--- config.mk ---
export PLATFORM = sky130hd
export DESIGN_NAME = fir_decim_avl
export DESIGN_NICKNAME = d
export VERILOG_FILES = /design/src/rtl/fir_decim_pkg.sv /design/src/rtl/fir_decim_fifo.sv /design/src/rtl/fir_decim_avl.sv
export SDC_FILE = /design/constraint.sdc
export NUM_CORES = 2
export LEC_CHECK = 0
export ABC_AREA = 1
export CORE_UTILIZATION = 47
export CTS_BUF_LIST = sky130_fd_sc_hd__clkbuf_2
export CTS_CLUSTER_DIAMETER = 100
export DETAILED_ROUTE_END_ITERATION = 7
export SYNTH_ARGS = -nofsm -noshare
export SYNTH_HDL_FRONTEND = slang
export SYNTH_HIERARCHICAL = 1
export SYNTH_SLANG_ARGS = --single-unit
--- constraint.sdc ---
create_clock -name clk -period 17.9 [get_ports clk]
set_clock_uncertainty 0.2 [all_clocks]
set_input_delay 3.58 -clock clk [delete_from_list [all_inputs] [get_ports clk]]
set_output_delay 3.58 -clock clk [all_outputs]
set_load 0.02 [all_outputs]
--- src/rtl/fir_decim_pkg.sv ---
// Shared types and constants for the packet FIR decimator: FSM state type,
// default 21-tap Q15 low-pass coefficient set (sum = 32767), and trailer
// status bit positions. No ports; imported by fir_decim_avl.
package fir_decim_pkg;

  typedef enum logic [1:0] {
    IDLE    = 2'd0,
    HEADER  = 2'd1,
    PAYLOAD = 2'd2
  } state_e;

  localparam int DEF_TAPS = 21;

  // Symmetric low-pass, taps sum to 32767 (unity gain minus one LSB in Q15).
  localparam logic signed [15:0] DEF_COEF [DEF_TAPS] = '{
    -16'sd40, -16'sd90, -16'sd110, 16'sd0, 16'sd300, 16'sd700, 16'sd1400,
    16'sd2400, 16'sd3500, 16'sd4300, 16'sd8047, 16'sd4300, 16'sd3500,
    16'sd2400, 16'sd1400, 16'sd700, 16'sd300, 16'sd0, -16'sd110, -16'sd90,
    -16'sd40
  };

  // Trailer word: upper bits copied from the EOP word, low two bits are status.
  localparam int TRL_SHORT_BIT = 0;
  localparam int TRL_SAT_BIT   = 1;

  // Taps beyond the default set (NUM_TAPS > 21) start at zero.
  function automatic logic signed [15:0] default_coef(input int k);
    if (k >= 0 && k < DEF_TAPS) return DEF_COEF[k];
    return '0;
  endfunction

endpackage

--- src/rtl/fir_decim_fifo.sv ---
// 4-entry output FIFO holding {sop, eop, data}, with occupancy count.
// Latency: a write is visible at rd_data/count the cycle after wr_en.
// Backpressure: the writer must respect count; writes when full are dropped.
// Ports: clk/reset, wr_en/wr_data, rd_en/rd_data (head), count (0..4).
module fir_decim_fifo #(
  parameter int WIDTH = 18
) (
  input  logic             clk,
  input  logic             reset,
  input  logic             wr_en,
  input  logic [WIDTH-1:0] wr_data,
  input  logic             rd_en,
  output logic [WIDTH-1:0] rd_data,
  output logic [2:0]       count
);

  logic [WIDTH-1:0] mem_q [4];
  logic [WIDTH-1:0] mem_d [4];
  logic [1:0]       wp_q, wp_d, rp_q, rp_d;
  logic [2:0]       cnt_q, cnt_d;
  logic             do_wr, do_rd;

  always_comb begin
    do_wr = wr_en & (cnt_q != 3'd4);
    do_rd = rd_en & (cnt_q != 3'd0);
    for (int k = 0; k < 4; k++) mem_d[k] = mem_q[k];
    wp_d = wp_q;
    rp_d = rp_q;
    if (do_wr) begin
      mem_d[wp_q] = wr_data;
      wp_d        = wp_q + 2'd1;
    end
    if (do_rd) rp_d = rp_q + 2'd1;
    cnt_d = cnt_q + {2'b00, do_wr} - {2'b00, do_rd};
  end

  always_ff @(posedge clk or posedge reset) begin
    if (reset) begin
      for (int k = 0; k < 4; k++) mem_q[k] <= '0;
      wp_q  <= '0;
      rp_q  <= '0;
      cnt_q <= '0;
    end else begin
      for (int k = 0; k < 4; k++) mem_q[k] <= mem_d[k];
      wp_q  <= wp_d;
      rp_q  <= rp_d;
      cnt_q <= cnt_d;
    end
  end

  assign rd_data = mem_q[rp_q];
  assign count   = cnt_q;

endmodule

--- src/rtl/fir_decim_avl.sv ---
// Avalon-ST packet FIR low-pass + decimator: headers pass through, payload is
// filtered and decimated by FACTOR, EOP word becomes a status trailer.
// Latency: transfer -> FIFO write 1 cycle, -> out_valid 2 cycles (FIFO empty).
// Backpressure: in_ready = fifo_count <= 2, so one word in flight never overflows.
// Ports: in_* sink, out_* source, coef_* tap writes (used only when
// FIR_COEF_LOAD_EN is defined), busy, pkt_done (trailer written to FIFO).
module fir_decim_avl import fir_decim_pkg::*; #(
  parameter int DATA_WIDTH   = 16,
  parameter int COEF_WIDTH   = 16,
  parameter int NUM_TAPS     = 21,
  parameter int FACTOR       = 2,
  parameter int HEADER_WORDS = 3
) (
  input  logic                  clk,
  input  logic                  reset,
  output logic                  in_ready,
  input  logic                  in_valid,
  input  logic                  in_sop,
  input  logic                  in_eop,
  input  logic [DATA_WIDTH-1:0] in_data,
  input  logic                  out_ready,
  output logic                  out_valid,
  output logic                  out_sop,
  output logic                  out_eop,
  output logic [DATA_WIDTH-1:0] out_data,
  input  logic                  coef_wr,
  input  logic [5:0]            coef_addr,
  input  logic [COEF_WIDTH-1:0] coef_wdata,
  output logic                  busy,
  output logic                  pkt_done
);

  localparam int AW = DATA_WIDTH + COEF_WIDTH + 6;
  localparam int DL = (NUM_TAPS > 1) ? NUM_TAPS - 1 : 1;
  localparam logic signed [AW-1:0] RND     = AW'(1) << (COEF_WIDTH - 2);
  localparam logic signed [AW-1:0] SAT_MAX = (AW'(1) << (DATA_WIDTH - 1)) - AW'(1);
  localparam logic signed [AW-1:0] SAT_MIN = -(AW'(1) << (DATA_WIDTH - 1));

  state_e                       state_q, state_d;
  logic [3:0]                   hdr_cnt_q, hdr_cnt_d, ph_q, ph_d;
  logic [6:0]                   pcnt_q, pcnt_d;
  logic                         sat_q, sat_d, sop_pend_q, sop_pend_d, rdy_en_q, rdy_en_d;
  logic signed [DATA_WIDTH-1:0] taps_q [DL];
  logic signed [DATA_WIDTH-1:0] taps_d [DL];
  logic                         pipe_vld_q, pipe_vld_d, pipe_sop_q, pipe_sop_d;
  logic                         pipe_eop_q, pipe_eop_d;
  logic [DATA_WIDTH-1:0]        pipe_dat_q, pipe_dat_d;
  logic signed [COEF_WIDTH-1:0] coef [NUM_TAPS];
  logic signed [DATA_WIDTH-1:0] win [NUM_TAPS];
  logic signed [AW-1:0]         acc, rnd_sh;
  logic [DATA_WIDTH-1:0]        y_dat, trl_dat;
  logic                         y_sat, xfer, samp, samp_clr;
  logic [DATA_WIDTH+1:0]        head;
  logic [2:0]                   fifo_cnt;

`ifdef FIR_COEF_LOAD_EN
  logic signed [COEF_WIDTH-1:0] coef_q [NUM_TAPS];
  logic signed [COEF_WIDTH-1:0] coef_d [NUM_TAPS];

  // Addresses at or above NUM_TAPS match no tap and are dropped.
  always_comb begin
    for (int k = 0; k < NUM_TAPS; k++) begin
      coef_d[k] = coef_q[k];
      if (coef_wr && coef_addr == 6'(k)) coef_d[k] = coef_wdata;
    end
  end

  always_ff @(posedge clk or posedge reset) begin
    if (reset) for (int k = 0; k < NUM_TAPS; k++) coef_q[k] <= COEF_WIDTH'(default_coef(k));
    else       for (int k = 0; k < NUM_TAPS; k++) coef_q[k] <= coef_d[k];
  end

  always_comb for (int k = 0; k < NUM_TAPS; k++) coef[k] = coef_q[k];
`else
  logic unused_coef;
  assign unused_coef = ^{coef_wr, coef_addr, coef_wdata};
  always_comb for (int k = 0; k < NUM_TAPS; k++) coef[k] = COEF_WIDTH'(default_coef(k));
`endif

  assign xfer     = in_valid & in_ready;
  // In IDLE the incoming sample starts a fresh window (delay line cleared at SOP).
  assign samp_clr = (state_q == IDLE);
  assign samp     = xfer & ~in_eop &
                    ((state_q == PAYLOAD) | ((state_q == IDLE) & in_sop & (HEADER_WORDS == 0)));

  // Window of the filter including the sample being accepted this cycle.
  always_comb begin
    win[0] = in_data;
    for (int k = 1; k < NUM_TAPS; k++) win[k] = samp_clr ? '0 : taps_q[k-1];
    acc = '0;
    for (int k = 0; k < NUM_TAPS; k++) acc = acc + AW'(win[k]) * AW'(coef[k]);
    rnd_sh = (acc + RND) >>> (COEF_WIDTH - 1);
    y_sat  = 1'b1;
    if (rnd_sh > SAT_MAX)      y_dat = SAT_MAX[DATA_WIDTH-1:0];
    else if (rnd_sh < SAT_MIN) y_dat = SAT_MIN[DATA_WIDTH-1:0];
    else begin
      y_sat = 1'b0;
      y_dat = rnd_sh[DATA_WIDTH-1:0];
    end
  end

  // An EOP seen in IDLE is SOP+EOP: fresh flags, nothing filtered yet.
  always_comb begin
    trl_dat                = in_data;
    trl_dat[TRL_SAT_BIT]   = (state_q == IDLE) ? 1'b0 : sat_q;
    trl_dat[TRL_SHORT_BIT] = (state_q == IDLE) ? 1'b1 : (pcnt_q < 7'(NUM_TAPS));
  end

  always_comb begin
    state_d    = state_q;
    hdr_cnt_d  = hdr_cnt_q;
    ph_d       = ph_q;
    pcnt_d     = pcnt_q;
    sat_d      = sat_q;
    sop_pend_d = sop_pend_q;
    rdy_en_d   = 1'b1;
    for (int k = 0; k < DL; k++) taps_d[k] = taps_q[k];
    pipe_vld_d = 1'b0;
    pipe_sop_d = 1'b0;
    pipe_eop_d = 1'b0;
    pipe_dat_d = in_data;

    if (xfer) begin
      case (state_q)
        IDLE: if (in_sop) begin
          for (int k = 0; k < DL; k++) taps_d[k] = '0;
          sat_d      = 1'b0;
          pcnt_d     = '0;
          ph_d       = '0;
          hdr_cnt_d  = '0;
          sop_pend_d = 1'b1;
          if (in_eop) begin
            pipe_vld_d = 1'b1;
            pipe_sop_d = 1'b1;
            pipe_eop_d = 1'b1;
            pipe_dat_d = trl_dat;
            sop_pend_d = 1'b0;
          end else if (HEADER_WORDS > 0) begin
            pipe_vld_d = 1'b1;
            pipe_sop_d = 1'b1;
            sop_pend_d = 1'b0;
            hdr_cnt_d  = 4'd1;
            state_d    = (HEADER_WORDS == 1) ? PAYLOAD : HEADER;
          end else begin
            state_d = PAYLOAD;
          end
        end
        HEADER: begin
          pipe_vld_d = 1'b1;
          if (in_eop) begin
            pipe_eop_d = 1'b1;
            pipe_dat_d = trl_dat;
            state_d    = IDLE;
          end else begin
            hdr_cnt_d = hdr_cnt_q + 4'd1;
            if (hdr_cnt_q + 4'd1 == 4'(HEADER_WORDS)) state_d = PAYLOAD;
          end
        end
        PAYLOAD: if (in_eop) begin
          pipe_vld_d = 1'b1;
          pipe_sop_d = sop_pend_q;
          pipe_eop_d = 1'b1;
          pipe_dat_d = trl_dat;
          sop_pend_d = 1'b0;
          state_d    = IDLE;
        end
        default: state_d = IDLE;
      endcase
    end

    // ph_d/pcnt_d/sop_pend_d already hold the post-SOP-clear values here.
    if (samp) begin
      for (int k = 0; k < DL; k++) taps_d[k] = win[k];
      if (pcnt_d < 7'(NUM_TAPS)) pcnt_d = pcnt_d + 7'd1;
      if (ph_d == 4'(FACTOR - 1)) begin
        pipe_vld_d = 1'b1;
        pipe_sop_d = sop_pend_d;
        pipe_dat_d = y_dat;
        sop_pend_d = 1'b0;
        sat_d      = sat_d | y_sat;
        ph_d       = '0;
      end else begin
        ph_d = ph_d + 4'd1;
      end
    end
  end

  always_ff @(posedge clk or posedge reset) begin
    if (reset) begin
      state_q    <= IDLE;
      hdr_cnt_q  <= '0;
      ph_q       <= '0;
      pcnt_q     <= '0;
      sat_q      <= 1'b0;
      sop_pend_q <= 1'b0;
      rdy_en_q   <= 1'b0;
      for (int k = 0; k < DL; k++) taps_q[k] <= '0;
      pipe_vld_q <= 1'b0;
      pipe_sop_q <= 1'b0;
      pipe_eop_q <= 1'b0;
      pipe_dat_q <= '0;
    end else begin
      state_q    <= state_d;
      hdr_cnt_q  <= hdr_cnt_d;
      ph_q       <= ph_d;
      pcnt_q     <= pcnt_d;
      sat_q      <= sat_d;
      sop_pend_q <= sop_pend_d;
      rdy_en_q   <= rdy_en_d;
      for (int k = 0; k < DL; k++) taps_q[k] <= taps_d[k];
      pipe_vld_q <= pipe_vld_d;
      pipe_sop_q <= pipe_sop_d;
      pipe_eop_q <= pipe_eop_d;
      pipe_dat_q <= pipe_dat_d;
    end
  end

  fir_decim_fifo #(.WIDTH(DATA_WIDTH + 2)) u_fifo (
    .clk     (clk),
    .reset   (reset),
    .wr_en   (pipe_vld_q),
    .wr_data ({pipe_sop_q, pipe_eop_q, pipe_dat_q}),
    .rd_en   (out_valid & out_ready),
    .rd_data (head),
    .count   (fifo_cnt)
  );

  // rdy_en_q holds in_ready low until the first edge after reset.
  assign in_ready  = rdy_en_q & (fifo_cnt <= 3'd2);
  assign out_valid = (fifo_cnt != 3'd0);
  assign out_sop   = out_valid & head[DATA_WIDTH+1];
  assign out_eop   = out_valid & head[DATA_WIDTH];
  assign out_data  = out_valid ? head[DATA_WIDTH-1:0] : '0;
  assign busy      = (state_q != IDLE) | pipe_vld_q | out_valid;
  assign pkt_done  = pipe_vld_q & pipe_eop_q;

endmodule

==> tab_implementation.tex <==
\begin{tabular}{lr}
\hline
Metric & Value \\
\hline
\multicolumn{2}{l}{\textbf{Min path}} \\
\quad HP Class & reg -> reg \\
\quad Startpoint of the most critical hold path & u\_fifo/mem\_q[0] \\
\multicolumn{2}{l}{\textbf{Drt}} \\
\quad DRC Markers & 0 \\
\quad Detail Route Antenna Nets & 0 \\
\quad Average wire per cell in the routed design & 19.5 microns \\
\quad Total number of vias & 60500 \\
\quad Routed vias/inst & 5.16 \\
\quad Router iterations before antenna repair & 5 \\
\quad Starting DRC count in detailed routing & 4141 \\
\quad Final WL & roughly 230000 microns \\
\multicolumn{2}{l}{\textbf{STA}} \\
\quad Maximum achievable frequency & 0.0696 GHz \\
\quad Final critical-path required period & 14.37 ns \\
\quad Slew HR & 0.117 \\
\quad Final Hold Vio Count & 0 \\
\quad Actual transition at the worst max-transition pin & 1.32 ns \\
\quad RSZ-0062 raised after global routing & false \\
\quad Share of the clock period used by the worst path & 0.803 \\
\quad Final Max Tran Viols & 0 \\
\quad Total negative slack & 0 ns \\
\quad Count of final setup violators & 0 \\
\multicolumn{2}{l}{\textbf{Synthesis}} \\
\quad Post-synthesis instance total & 9263 \\
\quad Syn avg cell area & around 8.8 sq um \\
\quad Fraction of registers with async set/reset & 1.00 \\
\quad Netlist Area Pre-Place & 81100 sq um \\
\quad \#FFs+latches synth & about 440 \\
\quad Count of different cell masters after synthesis & 60 \\
\quad Sequential area share after synthesis & 0.135 \\
\quad Number of flops mapped to enable cells by yosys & 0 \\
\quad Post-synth top flop & sky130\_fd\_sc\_hd\_\_dfrtp\_1 \\
\quad Synth warn & 6 \\
\multicolumn{2}{l}{\textbf{Global route}} \\
\quad Global-route usage over all layers & 0.271 \\
\quad Initial antenna violation count & 5 \\
\quad Gr ovfl total & 0 \\
\quad Met3 track demand over resource in global routing & 0.0472 \\
\quad Global-route met2 utilization & 0.433 \\
\quad Global-route wire length before repair & 361000 microns \\
\quad GR peak layer & met2 \\
\quad GR met1 Demand/Resource & 0.381 \\
\quad Pin count of the biggest net entering global routing & approximately 160 \\
\quad Vias in the first global route & about 63000 \\
\multicolumn{2}{l}{\textbf{Clocking}} \\
\quad CTS-repair resized insts & 0 \\
\quad Clock tree from TritonCTS & yes \\
\quad Post-CTS Setup Repair Bufs & 0 \\
\quad Clock-pin slew on the worst setup and hold paths & about 0.1 ns \\
\quad Master cell of the clock root buffer & sky130\_fd\_sc\_hd\_\_clkbuf\_2 \\
\quad CTS sink cnt & 438 \\
\quad Clock latency reported for the late side of the worst-skew pair & 1.71 ns \\
\quad H-tree depth reported by CTS & 4 \\
\quad Count of hold-fix buffers inserted at cts & 0 \\
\quad Buffer depth of the longest clock path & 3 \\
\quad Total CTS buffers & 138 \\
\multicolumn{2}{l}{\textbf{Final layout}} \\
\quad Final-layout fill cell count & 16500 \\
\quad Multi-input logic area & approximately 60000 sq um \\
\quad Number of nets in the finished design & 11900 \\
\quad Signed area change from the synthesized netlist to the final layout & 5.09\% \\
\quad Fraction of final layout cells with drive strength greater than 1 & 0.0313 \\
\quad Register cell area after layout & roughly 11000 sq um \\
\multicolumn{2}{l}{\textbf{Placed design}} \\
\quad Final estimated routing congestion in global placement & 1.01 \\
\quad Sum of net half-perimeters after detailed placement & just under 200000 microns \\
\quad Number of I/O port buffers & 43 \\
\multicolumn{2}{l}{\textbf{Die}} \\
\quad Starting Density & 0.473 \\
\quad Die Span X & 417 microns \\
\quad Number of top-level pins & 67 \\
\quad Die footprint & 174000 sq um \\
\quad Site Rows & $\sim$150 \\
\quad Area of the placeable core & 171000 sq um \\
\quad Vertical die dimension & $\sim$420 microns \\
\multicolumn{2}{l}{\textbf{Critical path}} \\
\quad Startpoint kind of the worst setup timing path & flop \\
\quad Arrival time at the worst endpoint & 15.72 ns \\
\quad Kind of critical path & reg -> reg \\
\quad CP Capture Type & flop \\
\quad CP startpoint & state\_q[0] \\
\quad Slowest Stage Delay on Critical Path & 0.77 ns \\
\quad Reg-to-reg critical path startpoint & state\_q[0] \\
\quad Critical Path RT & 19.25 ns \\
\quad Crit path max fanout & 105 \\
\quad Most common cell type on the critical path & sky130\_fd\_sc\_hd\_\_fa\_1 \\
\quad Critical Path Slowest Stage Cell & sky130\_fd\_sc\_hd\_\_ha\_4 \\
\multicolumn{2}{l}{\textbf{Job}} \\
\quad Number of max-cap violations & 0 \\
\multicolumn{2}{l}{\textbf{Outcome}} \\
\quad Run status & completed \\
\hline
\end{tabular}
## critical path: cells and delay by family, from the launching register on
kind            cells  cell delay [ns]
compound gates     12             2.65
xor+xnor            2             0.74
fa+ha+maj          15             7.32
buf+inv            12             1.35
flops               1             0.44
simple gates       10             1.23
## state kept, by name (all words and copies together), names as in the netlist
| register | cells |
|---|---|
| pipe_vld_q | 1 |
| pipe_dat_q | 16 |
| pipe_eop_q | 1 |
| pipe_sop_q | 1 |
| u_fifo/count | 3 |
| pcnt_q | 7 |
| rdy_en_q | 1 |
| sat_q | 1 |
| u_fifo/rp_q | 2 |
| state_q | 2 |
| taps_q | 320 |
| ph_q | 4 |
| hdr_cnt_q | 4 |
| u_fifo/wp_q | 2 |
| u_fifo/mem_q | 72 |
| sop_pend_q | 1 |
## cells by family (layout without fill, tap and decap cells)
family                     count (synthesis)  in the layout  synth area share
AOI/OAI and AO/OA                       1196           1196            0.0828
xor gates and xnor gates                 447            447            0.0483
adders and majority gates               2521           2521             0.508
buffers and inverters                   2713           2862             0.127
DFF                                      438            438             0.135
muxes                                      2              2          0.000247
other                                      1             13         0.0000463
and+or+nand+nor                         1945           1945            0.0979
## layout by cell type, fill, tap and decap left out, types with 24 or more instances in the layout
cell                              count
sky130_fd_sc_hd__inv_1             2545
sky130_fd_sc_hd__a21oi_1            390
sky130_fd_sc_hd__dfrtp_1            437
sky130_fd_sc_hd__clkbuf_2           182
sky130_fd_sc_hd__o21ai_0            395
sky130_fd_sc_hd__a21o_1              26
sky130_fd_sc_hd__o22ai_1            178
sky130_fd_sc_hd__buf_4               27
sky130_fd_sc_hd__o21ai_1             35
sky130_fd_sc_hd__fa_1              1284
sky130_fd_sc_hd__xnor2_1            180
sky130_fd_sc_hd__nor2_1             621
sky130_fd_sc_hd__ha_1              1236
sky130_fd_sc_hd__nand2_1           1017
sky130_fd_sc_hd__nand4_1             99
sky130_fd_sc_hd__xor2_1             267
sky130_fd_sc_hd__clkinv_1            28
sky130_fd_sc_hd__clkdlybuf4s50_1     43
sky130_fd_sc_hd__a31oi_1             40
sky130_fd_sc_hd__o21bai_1            24
sky130_fd_sc_hd__nand3_1            117
sky130_fd_sc_hd__nor3_1              26
## per-layer routing
layer / share of wire / wire [microns] / vias up
li1: - / - / 28600
met1: 0.45 / 104000 / 30200
met2: 0.46 / 105000 / 1504
met3: 0.061 / 14000 / 237
met4: 0.023 / 5370 / 0
met5: 0 / 0 / -
## cell type report
class	instances	share of cell area
tap	2310	0.0339
inverter	2555	0.113
clock buffer	182	0.0107
sequential	438	0.129
clock inverter	52	0.00339
antenna	11	0.000323
timing repair buffer	73	0.00814
multi-input combinational	6113	0.702
## synthesized netlist by cell type (5+ instances only)
cell type | n | area share
sky130_fd_sc_hd__nand2_2 | 6 | 0.00046
sky130_fd_sc_hd__clkbuf_1 | 87 | 0.0040
sky130_fd_sc_hd__a21boi_0 | 15 | 0.0014
sky130_fd_sc_hd__nand3_2 | 6 | 0.00074
sky130_fd_sc_hd__nand4_1 | 99 | 0.0076
sky130_fd_sc_hd__a21o_1 | 26 | 0.0024
sky130_fd_sc_hd__buf_1 | 10 | 0.00046
sky130_fd_sc_hd__nor4_1 | 21 | 0.0016
sky130_fd_sc_hd__a21oi_1 | 390 | 0.024
sky130_fd_sc_hd__ha_1 | 1237 | 0.19
sky130_fd_sc_hd__inv_1 | 2547 | 0.12
sky130_fd_sc_hd__buf_2 | 45 | 0.0028
sky130_fd_sc_hd__a31oi_1 | 40 | 0.0031
sky130_fd_sc_hd__o21ai_0 | 395 | 0.024
sky130_fd_sc_hd__a211oi_1 | 9 | 0.00083
sky130_fd_sc_hd__o21bai_1 | 24 | 0.0022
sky130_fd_sc_hd__o21a_1 | 13 | 0.0012
sky130_fd_sc_hd__o31ai_1 | 10 | 0.00093
sky130_fd_sc_hd__xor2_1 | 267 | 0.029
sky130_fd_sc_hd__nor3_1 | 27 | 0.0017
sky130_fd_sc_hd__nand2_1 | 1018 | 0.047
sky130_fd_sc_hd__fa_1 | 1284 | 0.32
sky130_fd_sc_hd__buf_6 | 9 | 0.0013
sky130_fd_sc_hd__o21ai_1 | 35 | 0.0022
sky130_fd_sc_hd__o221ai_1 | 5 | 0.00054
sky130_fd_sc_hd__nand3_1 | 117 | 0.0072
sky130_fd_sc_hd__o211ai_1 | 18 | 0.0017
sky130_fd_sc_hd__a21boi_1 | 9 | 0.00083
sky130_fd_sc_hd__dfrtp_1 | 438 | 0.14
sky130_fd_sc_hd__xnor2_1 | 180 | 0.019
sky130_fd_sc_hd__a21oi_2 | 10 | 0.0011
sky130_fd_sc_hd__nor2_2 | 11 | 0.00085
sky130_fd_sc_hd__nor2_1 | 622 | 0.029
sky130_fd_sc_hd__buf_4 | 5 | 0.00046
sky130_fd_sc_hd__o22ai_1 | 178 | 0.014
sky130_fd_sc_hd__a221oi_1 | 5 | 0.00054
## worst paths after layout
kind	endpoint	slack (ns)	cells past startpoint
max	pipe_dat_q[2]	3.53	51
min	u_fifo/mem_q[0]	0.27	2
max reg2reg	pipe_dat_q[2]	3.53	51
min reg2reg	u_fifo/mem_q[0]	0.27	2
max in group asynchronous	taps_q[210]	12.49	5
min in group asynchronous	rdy_en_q	2.19	2
## metrics by stage
stage / hold WS [ns] / worst slack, ns / cells / instance area, sq um / util
2_1_floorplan: 0.235 / 4.16 / 9264 / 81100 / -
3_3_place_gp: 0.248 / 3.77 / 11500 / 84000 / 0.490
3_5_place_dp: 0.253 / 3.65 / 11500 / 84000 / 0.490
4_1_cts: 0.274 / 3.57 / 11700 / 85200 / 0.497
5_1_grt: 0.299 / 2.82 / 11700 / 85200 / 0.497
6_report: 0.271 / 3.53 / 11700 / 85200 / 0.497
Power is left out: the tool's default activity adds up to more than one toggle a clock period on the data nets, which glitch-free logic cannot reach.
